--- src/rtl/cpu_pkg.sv ---
// cpu_pkg.sv
// Shared arbiter types: FSM states, read owners, tag bundle.
package cpu_pkg;

  typedef enum logic [1:0] {
    BOOT,
    RUN,
    DRAIN
  } arb_state_e;

  typedef enum logic [1:0] {
    OWN_NONE,
    OWN_IF,
    OWN_DM
  } arb_owner_e;

  typedef struct packed {
    arb_owner_e owner;
    logic       sel;
  } arb_tag_t;

  localparam arb_tag_t TAG_NONE = '{
    owner: OWN_NONE,
    sel:   1'b0
  };

  function automatic logic [7:0] half_be(
    input logic hi
  );
    return hi ? 8'hF0 : 8'h0F;
  endfunction

endpackage

--- src/rtl/arb_tag_pipe.sv ---
// arb_tag_pipe.sv
// Fixed-latency owner tag shift register for RAM reads.
module arb_tag_pipe
  import cpu_pkg::*;
#(
  parameter int LAT = 1
) (
  input  logic     clk_i,
  input  logic     rst_i,
  input  arb_tag_t push_i,
  output arb_tag_t tail_o,
  output logic     empty_o
);

  arb_tag_t stg_q [LAT];

  // shift one tag per cycle; reset drops all in-flight reads
  always_ff @(posedge clk_i) begin
    if (rst_i) begin
      for (int i = 0; i < LAT; i++) begin
        stg_q[i] <= TAG_NONE;
      end
    end else begin
      stg_q[0] <= push_i;
      for (int i = 1; i < LAT; i++) begin
        stg_q[i] <= stg_q[i-1];
      end
    end
  end

  assign tail_o = stg_q[LAT-1];

  // empty once only the retiring tail can still hold a read
  always_comb begin
    empty_o = 1'b1;
    for (int i = 0; i < LAT - 1; i++) begin
      if (stg_q[i].owner != OWN_NONE) begin
        empty_o = 1'b0;
      end
    end
  end

endmodule

--- src/rtl/mem_port_arbiter.sv ---
// mem_port_arbiter.sv
// Shares one unified RAM between loader, data and fetch ports.
module mem_port_arbiter
  import cpu_pkg::*;
#(
  parameter int ADDR_W     = 64,
  parameter int LAT        = 1,
  parameter int STARVE_MAX = 4
) (
  input  logic              clk_i,
  input  logic              rst_i,
  input  logic              ld_req_i,
  input  logic [ADDR_W-1:0] ld_addr_i,
  input  logic [31:0]       ld_data_i,
  input  logic              ld_done_i,
  output logic              ld_gnt_o,
  input  logic              if_req_i,
  input  logic [ADDR_W-1:0] if_addr_i,
  output logic              if_gnt_o,
  output logic              if_rvalid_o,
  output logic [31:0]       if_rdata_o,
  output logic              if_stall_o,
  input  logic              dm_req_i,
  input  logic              dm_we_i,
  input  logic [ADDR_W-1:0] dm_addr_i,
  input  logic [63:0]       dm_wdata_i,
  input  logic [7:0]        dm_be_i,
  output logic              dm_gnt_o,
  output logic              dm_rvalid_o,
  output logic [63:0]       dm_rdata_o,
  output logic              mem_req_o,
  output logic              mem_we_o,
  output logic [ADDR_W-1:0] mem_addr_o,
  output logic [63:0]       mem_wdata_o,
  output logic [7:0]        mem_be_o,
  input  logic [63:0]       mem_rdata_i,
  output logic              busy_o
);

  localparam int CW = $clog2(STARVE_MAX + 1);
  localparam logic [CW-1:0] SMAX = CW'(STARVE_MAX);

  arb_state_e    state_q;
  arb_state_e    state_d;
  logic [CW-1:0] starve_q;
  logic          ld_g;
  logic          if_g;
  logic          dm_g;
  logic          if_first;
  arb_tag_t      push;
  arb_tag_t      tail;
  logic          pipe_empty;
  logic [31:0]   if_word;
  logic [31:0]   if_hold_q;
  logic [63:0]   dm_hold_q;

  // state register
  always_ff @(posedge clk_i) begin
    if (rst_i) begin
      state_q <= BOOT;
    end else begin
      state_q <= state_d;
    end
  end

  // fetch starvation counter, saturating
  always_ff @(posedge clk_i) begin
    if (rst_i) begin
      starve_q <= '0;
    end else if (!if_req_i || if_g) begin
      starve_q <= '0;
    end else if (state_q == RUN &&
                 starve_q != SMAX) begin
      starve_q <= starve_q + CW'(1);
    end
  end

  // next state and one-hot grant selection
  always_comb begin
    state_d  = state_q;
    ld_g     = 1'b0;
    if_g     = 1'b0;
    dm_g     = 1'b0;
    if_first = if_req_i &&
               (starve_q == SMAX);
    unique case (state_q)
      BOOT: begin
        ld_g = ld_req_i;
        if (ld_done_i) begin
          state_d = RUN;
        end
      end
      RUN: begin
        if (ld_req_i) begin
          state_d = DRAIN;
        end else if (dm_req_i &&
                     !if_first) begin
          dm_g = 1'b1;
        end else if (if_req_i) begin
          if_g = 1'b1;
        end
      end
      DRAIN: begin
        if (pipe_empty) begin
          state_d = BOOT;
        end
      end
      default: state_d = BOOT;
    endcase
    if (rst_i) begin
      ld_g = 1'b0;
      if_g = 1'b0;
      dm_g = 1'b0;
    end
  end

  // forward the granted request to the RAM and tag reads
  always_comb begin
    mem_req_o   = 1'b0;
    mem_we_o    = 1'b0;
    mem_addr_o  = '0;
    mem_wdata_o = '0;
    mem_be_o    = '0;
    push        = TAG_NONE;
    unique case (1'b1)
      ld_g: begin
        mem_req_o   = 1'b1;
        mem_we_o    = 1'b1;
        mem_addr_o  = ld_addr_i;
        mem_wdata_o = {ld_data_i, ld_data_i};
        mem_be_o    = half_be(ld_addr_i[2]);
      end
      dm_g: begin
        mem_req_o   = 1'b1;
        mem_we_o    = dm_we_i;
        mem_addr_o  = dm_addr_i;
        mem_wdata_o = dm_wdata_i;
        mem_be_o    = dm_be_i;
        if (!dm_we_i) begin
          push = '{owner: OWN_DM,
                   sel:   dm_addr_i[2]};
        end
      end
      if_g: begin
        mem_req_o  = 1'b1;
        mem_addr_o = if_addr_i;
        mem_be_o   = 8'hFF;
        push       = '{owner: OWN_IF,
                       sel:   if_addr_i[2]};
      end
      default: ;
    endcase
  end

  arb_tag_pipe #(
    .LAT (LAT)
  ) u_tags (
    .clk_i   (clk_i),
    .rst_i   (rst_i),
    .push_i  (push),
    .tail_o  (tail),
    .empty_o (pipe_empty)
  );

  assign if_word = tail.sel ?
                   mem_rdata_i[63:32] :
                   mem_rdata_i[31:0];

  assign if_rvalid_o = !rst_i &&
                       tail.owner == OWN_IF;
  assign dm_rvalid_o = !rst_i &&
                       tail.owner == OWN_DM;

  // keep the last returned data visible between responses
  always_ff @(posedge clk_i) begin
    if (rst_i) begin
      if_hold_q <= '0;
      dm_hold_q <= '0;
    end else begin
      if (if_rvalid_o) begin
        if_hold_q <= if_word;
      end
      if (dm_rvalid_o) begin
        dm_hold_q <= mem_rdata_i;
      end
    end
  end

  assign if_rdata_o = if_rvalid_o ?
                      if_word : if_hold_q;
  assign dm_rdata_o = dm_rvalid_o ?
                      mem_rdata_i : dm_hold_q;

  assign ld_gnt_o   = ld_g;
  assign if_gnt_o   = if_g;
  assign dm_gnt_o   = dm_g;
  assign if_stall_o = if_req_i & ~if_g;
  assign busy_o     = rst_i ||
                      state_q != RUN;

endmodule

--- config.mk ---
export PLATFORM = sky130hd
export DESIGN_NAME = mem_port_arbiter
export DESIGN_NICKNAME = d
export VERILOG_FILES = /design/src/rtl/cpu_pkg.sv /design/src/rtl/arb_tag_pipe.sv /design/src/rtl/mem_port_arbiter.sv
export SDC_FILE = /design/constraint.sdc
export NUM_CORES = 1
export LEC_CHECK = 0
export CAP_MARGIN = 5
export CORE_AREA = 2 2 239 241
export DETAILED_ROUTE_END_ITERATION = 12
export DIE_AREA = 0 0 241 243
export DONT_BUFFER_PORTS = 1
export HOLD_SLACK_MARGIN = 0.12
export SLEW_MARGIN = 20
export SYNTH_ARGS = -nofsm -noshare
export SYNTH_HDL_FRONTEND = slang
export SYNTH_SLANG_ARGS = --single-unit
export TNS_END_PERCENT = 50
--- constraint.sdc ---
create_clock -name clk_i -period 2.6 [get_ports clk_i]
set_input_delay 0.39 -clock clk_i [delete_from_list [all_inputs] [get_ports clk_i]]
set_output_delay 0.39 -clock clk_i [all_outputs]
set_load 0.02 [all_outputs]
== Word level (Yosys, flattened, before mapping) ==
Memory sizes are Yosys's and may differ from the RTL's.
Cells that the tools add are included.

* Add/sub/neg operators: 1
* Equality and inequality tests: 8
* Mux-type cells: 30
* Bitwise operators: 2
* Reductions and logical operators: 15

{| class="wikitable"
|+ Operators by type and width
! operator !! number
|-
| $pmux W64 S3 || 1
|-
| $pmux W64 S2 || 1
|-
| $mux W32 || 2
|-
| $mux W64 || 1
|-
| $pmux W8 S3 || 1
|-
| $mux W1 || 16
|-
| $mux W8 || 1
|-
| $mux W3 || 2
|-
| $pmux W3 S2 || 1
|-
| $reduce_or A3 Y1 || 2
|-
| $logic_and A1 B1 Y1 || 5
|-
| $eq A2 B1 Y1 const B || 2
|-
| $mux W2 || 2
|-
| $ne A2 B2 Y1 const B || 2
|-
| $pmux W2 S2 || 1
|-
| $add A3 B1 Y3 const B || 1
|-
| $eq A3 B3 Y1 const B || 1
|-
| $logic_not A1 Y1 || 3
|-
| $ne A3 B3 Y1 const B || 1
|-
| $eq A2 B2 Y1 const B || 1
|-
| $logic_not A2 Y1 || 1
|-
| $logic_or A1 B1 Y1 || 2
|-
| $ne A2 B1 Y1 const B || 1
|-
| $pmux W1 S2 || 1
|-
| other kinds (4) || 4
|}

* Flip-flop bits (word level): 101
* Bits in writable memories: 3
* Input bits: 367
* Output and inout bits: 241
* Word-level logic and storage cells: 61
* Memories: 1

{| class="wikitable"
|+ Memory list
! name !! words !! width !! rd ports !! clocked after Yosys merged registers in !! wr ports !! line !! source
|-
| u_tags.stg_q || 1 || 3 || 1 || 0 || 1 || arb_tag_pipe.sv:15 || <nowiki>arb_tag_t stg_q [LAT];</nowiki>
|}

== Logic depth before layout (Yosys ltp) ==
* Depth after elaboration: 10
* Mapped depth: 8
* Gate-level depth less buffers: 5

== Modules after synthesis ==
Synthesis repeated with hierarchy kept, for this count alone.

* Cell total of the unflattened synthesis: 843
* Area, all modules: 6,993.0 sq um

{| class="wikitable"
|+ Modules (own cells, without submodules)
! module !! instances !! cells each !! area an instance (sq um) !! sequential area each (sq um)
|-
| mem_port_arbiter || 1 || 835 || 6,902.9 || 2,021.9
|-
| arb_tag_pipe || 1 || 8 || 90.1 || 60.1
|}

== Worst setup path before layout ==
Ideal clock, no wire load.

* Path kind: reg-to-output
* Start: reg starve_q[0]
* End: out mem_addr_o[0]
* Arrival: 1.680 ns
* Required time: 2.210 ns
* Slack: 0.530 ns
* Stages on the path, launching flop included: 7
* Buffers on the path: 1
* Path through: dfxtp_1 > inv_1 > ha_1 > a21boi_1 > clkbuf_1 > o22ai_1 > a22o_1

* Longest elaborated chain between the ends: 9
* Elaborated cells between the ends (all ways): 13
* Those cells by class: 1 x eq/ne; 9 x mux; 3 x reduce/logical

{| class="wikitable"
|+ RTL lines
! item !! line !! source
|-
| from (decl) || mem_port_arbiter.sv:45 || <nowiki>logic [CW-1:0] starve_q;</nowiki>
|-
| from (signal assigned) || mem_port_arbiter.sv:74 || <nowiki>starve_q <= starve_q + CW'(1);</nowiki>
|-
| $eq A3 B3 Y1 * || mem_port_arbiter.sv:85 || <nowiki>(starve_q == SMAX);</nowiki>
|-
| $logic_and A1 B1 Y1 * || mem_port_arbiter.sv:84 || <nowiki>if_first = if_req_i &&</nowiki>
|-
| $logic_not A1 Y1 * || mem_port_arbiter.sv:97 || <nowiki>!if_first) begin</nowiki>
|-
| $logic_and A1 B1 Y1 * || mem_port_arbiter.sv:96 || <nowiki>end else if (dm_req_i &&</nowiki>
|-
| $mux W1 || mem_port_arbiter.sv:96 ||
|-
| $mux W1 || mem_port_arbiter.sv:94 || <nowiki>if (ld_req_i) begin</nowiki>
|-
| $mux W1 || mem_port_arbiter.sv:86 || <nowiki>unique case (state_q)</nowiki>
|-
| $mux W1 || mem_port_arbiter.sv:110 || <nowiki>if (rst_i) begin</nowiki>
|-
| $pmux W64 S3 * || mem_port_arbiter.sv:125 || <nowiki>unique case (1'b1)</nowiki>
|-
| to (decl) || mem_port_arbiter.sv:33 || <nowiki>output logic [ADDR_W-1:0] mem_addr_o,</nowiki>
|}

Mark *: on every way between the ends. The rest lies on a longest branch, timed or not.

== Final worst setup path ==
* Start: reg state_q[1]
* End: out mem_wdata_o[29]

* Longest elaborated chain between the ends: 4
* Elaborated cells between the ends (all ways): 7
* Those cells by class: 1 x eq/ne; 5 x mux; 1 x reduce/logical

{| class="wikitable"
|+ RTL lines
! item !! line !! source
|-
| from (decl) || mem_port_arbiter.sv:43 || <nowiki>arb_state_e state_q;</nowiki>
|-
| from (signal assigned) || mem_port_arbiter.sv:62 || <nowiki>state_q <= state_d;</nowiki>
|-
| $logic_not A2 Y1 || mem_port_arbiter.sv:86 ||
|-
| $mux W1 || mem_port_arbiter.sv:86 ||
|-
| $mux W1 || mem_port_arbiter.sv:110 ||
|-
| via ld_gnt_o || mem_port_arbiter.sv:16 || <nowiki>output logic ld_gnt_o,</nowiki>
|-
| $pmux W64 S2 || mem_port_arbiter.sv:125 ||
|-
| to (decl) || mem_port_arbiter.sv:34 || <nowiki>output logic [63:0] mem_wdata_o,</nowiki>
|}

The timed path passes the listed nets, and every way through them passes these cells.

==> flow_summary_export.csv <==
group,metric,value,unit
worst_hold_path,holdPathStages,2,
placed_design,hpwl,36400,µm
clock_network,clock_latency,0.36,ns
worst_setup_path,end_kind,"output port",
logic_synthesis,synth_seq_cells,104,
pwr,p_leak,3.39,nW
worst_setup_path,cpPeakStageDelay,0.63,ns
cells_and_area,design_area,9130,µm²
cells_and_area,nets,1214,
cells_and_area,multi_input_area,4550,µm²
placed_design,post-place-ws,0.148,ns
detailed_routing,wl_per_cell,27.3,µm
placed_design,place_area,8470,µm²
logic_synthesis,yosys.area.top_type_share,0.299,
cells_and_area,fillerInstances,6333,
timing,max_freq,393,MHz
logic_synthesis,synth_common_cells,"nand2_1 (128), a22o_1 (127), dfxtp_1 (104)",
detailed_routing,vias_per_cell,4.46,
logic_synthesis,syn_nets,1206,
worst_setup_path,start_kind,"flip-flop",
worst_setup_path,path_class,"flip-flop to output port",
global_route,grt_pass1_vias,6601,
clock_network,clock-sinks,104,
floorplanning,initial_core_util,0.124,
cells_and_area,seq_area,2090,µm²
timing,fin_ws,0.0576,ns
placed_design,port_buffers,0,
detailed_routing,drc_errors,0,
logic_synthesis,ys_async_sr_fraction,0,
timing,finalClockSkew,0.0129,ns
timing,slew_viol_final,0,
timing,period_share,0.978,
detailed_routing,drt_first_iter_violations,692,
logic_synthesis,yosys.area.top_type,"dfxtp_1",
logic_synthesis,ys_seq_area_frac,0.299,
detailed_routing,routed_wirelength,44000,µm
detailed_routing,drtPass1Iterations,7,
global_route,grt_pass1_wl,56100,µm
floorplanning,die_y,243,µm
worst_hold_path,min_to,"state_q[1]$_SDFFE_PP0P_",
timing,max-slew-margin-rel,0.610,
clock_network,cts_root_buffer,"clkbuf_16",
floorplanning,die_w,241,µm
logic_synthesis,avgSynthCellArea,8.32,µm²
worst_setup_path,cp_cell_sequence,"or4_4, inv_6, buf_12, a22o_1",
logic_synthesis,syn_inst,837,
pwr,ir_drop,0.000189,V
worst_setup_path,crit_slowest_cell,"or4_4",
logic_synthesis,synth-main-ff-cell,"dfxtp_1",
job,cap_violations,0,
clock_network,cts_made_buffers,9,
floorplanning,die_area,58600,µm²
timing,finalSetupViolations,0,
floorplanning,io_pins,608,
clock_network,clk_path_buf_depth,2,
worst_setup_path,r2r-start,"u_tags.stg_q[0][2]$_SDFF_PP0_",
worst_setup_path,arrival,2.15,ns
global_route,grt_usage,0.140,
cells_and_area,layout-drive-gt1-share,0.185,
placed_design,gp_congestion,1.14,
worst_setup_path,r2r-end,"dm_hold_q[61]$_SDFF_PP0_",
worst_setup_path,reg2reg_depth,4,
logic_synthesis,synth_edf_count,0,
worst_setup_path,rrSetupSlack,0.70,ns
worst_hold_path,min_from,"ld_req_i",
global_route,grt_max_degree,98,
worst_setup_path,required,2.21,ns
detailed_routing,num_vias,7174,
logic_synthesis,synthDistinctLibCells,41,
worst_hold_path,hold_path.class,"input port to flip-flop",
clock_network,path_clk_slew,0.08,ns
worst_setup_path,cp_max_fo,41,
timing,tightest_slew,0.585,ns
pwr,p_per_area,420,nW/µm²
logic_synthesis,yosysWarnings,0,
detailed_routing,ant_nets,0,
logic_synthesis,yosysMostFrequentCell,"nand2_1",
outcome,status,"finished, final reports clean",
timing,finalCriticalPeriod,2.54,ns
timing,hold_viol,0,
global_route,grt.overflow.total,0,
timing,rsz0062_at_grt,"no",
global_route,antenna_found_initial,20,
floorplanning,rows,87,
clock_network,cts_tree,"done",
logic_synthesis,syn_area,6960,µm²
clock_network,htreeDepth,3,
cells_and_area,area_growth,31.1,%
floorplanning,coreArea,56000,µm²
logic_synthesis,synth_area_leaders,"dfxtp_1 (30%), a22o_1 (16%), mux2_1 (8.6%)",
-- critical path, delay by kind of cell, from the launching register on --
| family | cells | cell delay, ns |
|---|---|---|
| AOI/OAI and AO/OA | 1 | 0.35 |
| buffers and inverters | 2 | 0.38 |
| DFF | 1 | 0.39 |
| and+or+nand+nor | 1 | 0.63 |
-- metrics by stage --
step	hold WS [ns]	cells	setup TNS [ns]	utilization	total power (W)
after detailed placement	0.472	1574	0	0.151	0.00246
after CTS	0.122	1606	-0.0164	0.163	0.00392
after floorplan	0.462	837	0	-	0.00221
final	0.156	1610	0	0.163	0.00383
after global placement	0.472	1574	0	0.151	0.00245
after global routing	0.131	1607	0	0.163	0.00402
-- metal layers --
layer	global-route usage	part of all wire	routed length, µm
met1	0.157	0.37	16100
met2	0.233	0.47	20600
met3	0.0723	0.14	6070
met4	0.0338	0.023	1000
met5	0	0.0046	202
-- state kept, by name, summed over array words and instances (netlist names) --
name          flops
if_hold_q        32
u_tags.stg_q      3
state_q           2
dm_hold_q        64
starve_q          3
-- layout by cell type, fill, tap and decap left out, drive strengths merged --
cell,synthesis,routed
a211oi,34,34
a21bo,1,1
a21boi,1,1
a21o,1,1
a21oi,33,33
a221o,1,1
a22o,127,127
a22oi,8,8
and2,4,4
and3,3,4
buf,47,89
bufbuf,0,1
clkbuf,48,10
clkinv,1,2
clkinvlp,0,1
dfxtp,104,104
diode,0,4
dlygate4sd3,0,1
ha,2,2
inv,3,7
mux2,64,64
mux2i,34,34
nand2,129,129
nand2b,4,4
nand3,3,3
nand3b,1,1
nor2,34,34
nor2b,67,67
nor3,3,3
nor3b,2,2
nor4b,1,1
o21a,1,1
o21ai,7,7
o22ai,67,67
or4,1,1
or4b,1,1
-- kinds of logic after synthesis --
family	synth area share
AOI/OAI and AO/OA	0.303
and+or+nand+nor	0.172
DFF	0.299
buffers and inverters	0.0704
muxes	0.152
adders and majority gates	0.00359
-- power by group --
group	switching [W]	internal (W)
clock network	0.000670	0.000668
logic	0.000545	0.000341
registers	0.00000598	0.00160
-- area by class of cell --
class,count,share of cell area
clock buffer,10,0.0251
antenna,4,0.00110
clock inverter,6,0.00575
timing repair buffer,91,0.135
multi-input combinational,635,0.498
inverter,4,0.00219
tap,756,0.104
sequential,104,0.229
-- worst max-delay path by stage --
| stage | from | to | slack [ns] | depth (start not counted) |
|---|---|---|---|---|
| final | state_q[1]$_SDFFE_PP0P_ | mem_wdata_o[29] | 0.06 | 4 |
| after global routing | state_q[0]$_SDFFE_PP0P_ | mem_addr_o[49] | 0.002 | 4 |
| after CTS | starve_q[0]$_SDFFE_PP0P_ | mem_addr_o[3] | -0.02 | 10 |
| after detailed placement | starve_q[0]$_SDFFE_PP0P_ | mem_addr_o[51] | 0.15 | 6 |
| after global placement | starve_q[0]$_SDFFE_PP0P_ | mem_addr_o[8] | 0.18 | 6 |
| after floorplan | starve_q[0]$_SDFFE_PP0P_ | mem_addr_o[0] | 0.53 | 6 |
-- what timing repair did --
action / in CTS / in global routing
pin swaps: 3 / 1
setup endpoints to repair: 127 / 26
gates resized for setup: 26 / 13
hold endpoints to repair: 98 / 0
setup buffers: 10 / 1
hold buffers: 2 / 0
cloned: 4 / 0
Power figures use the tool's default switching activity.
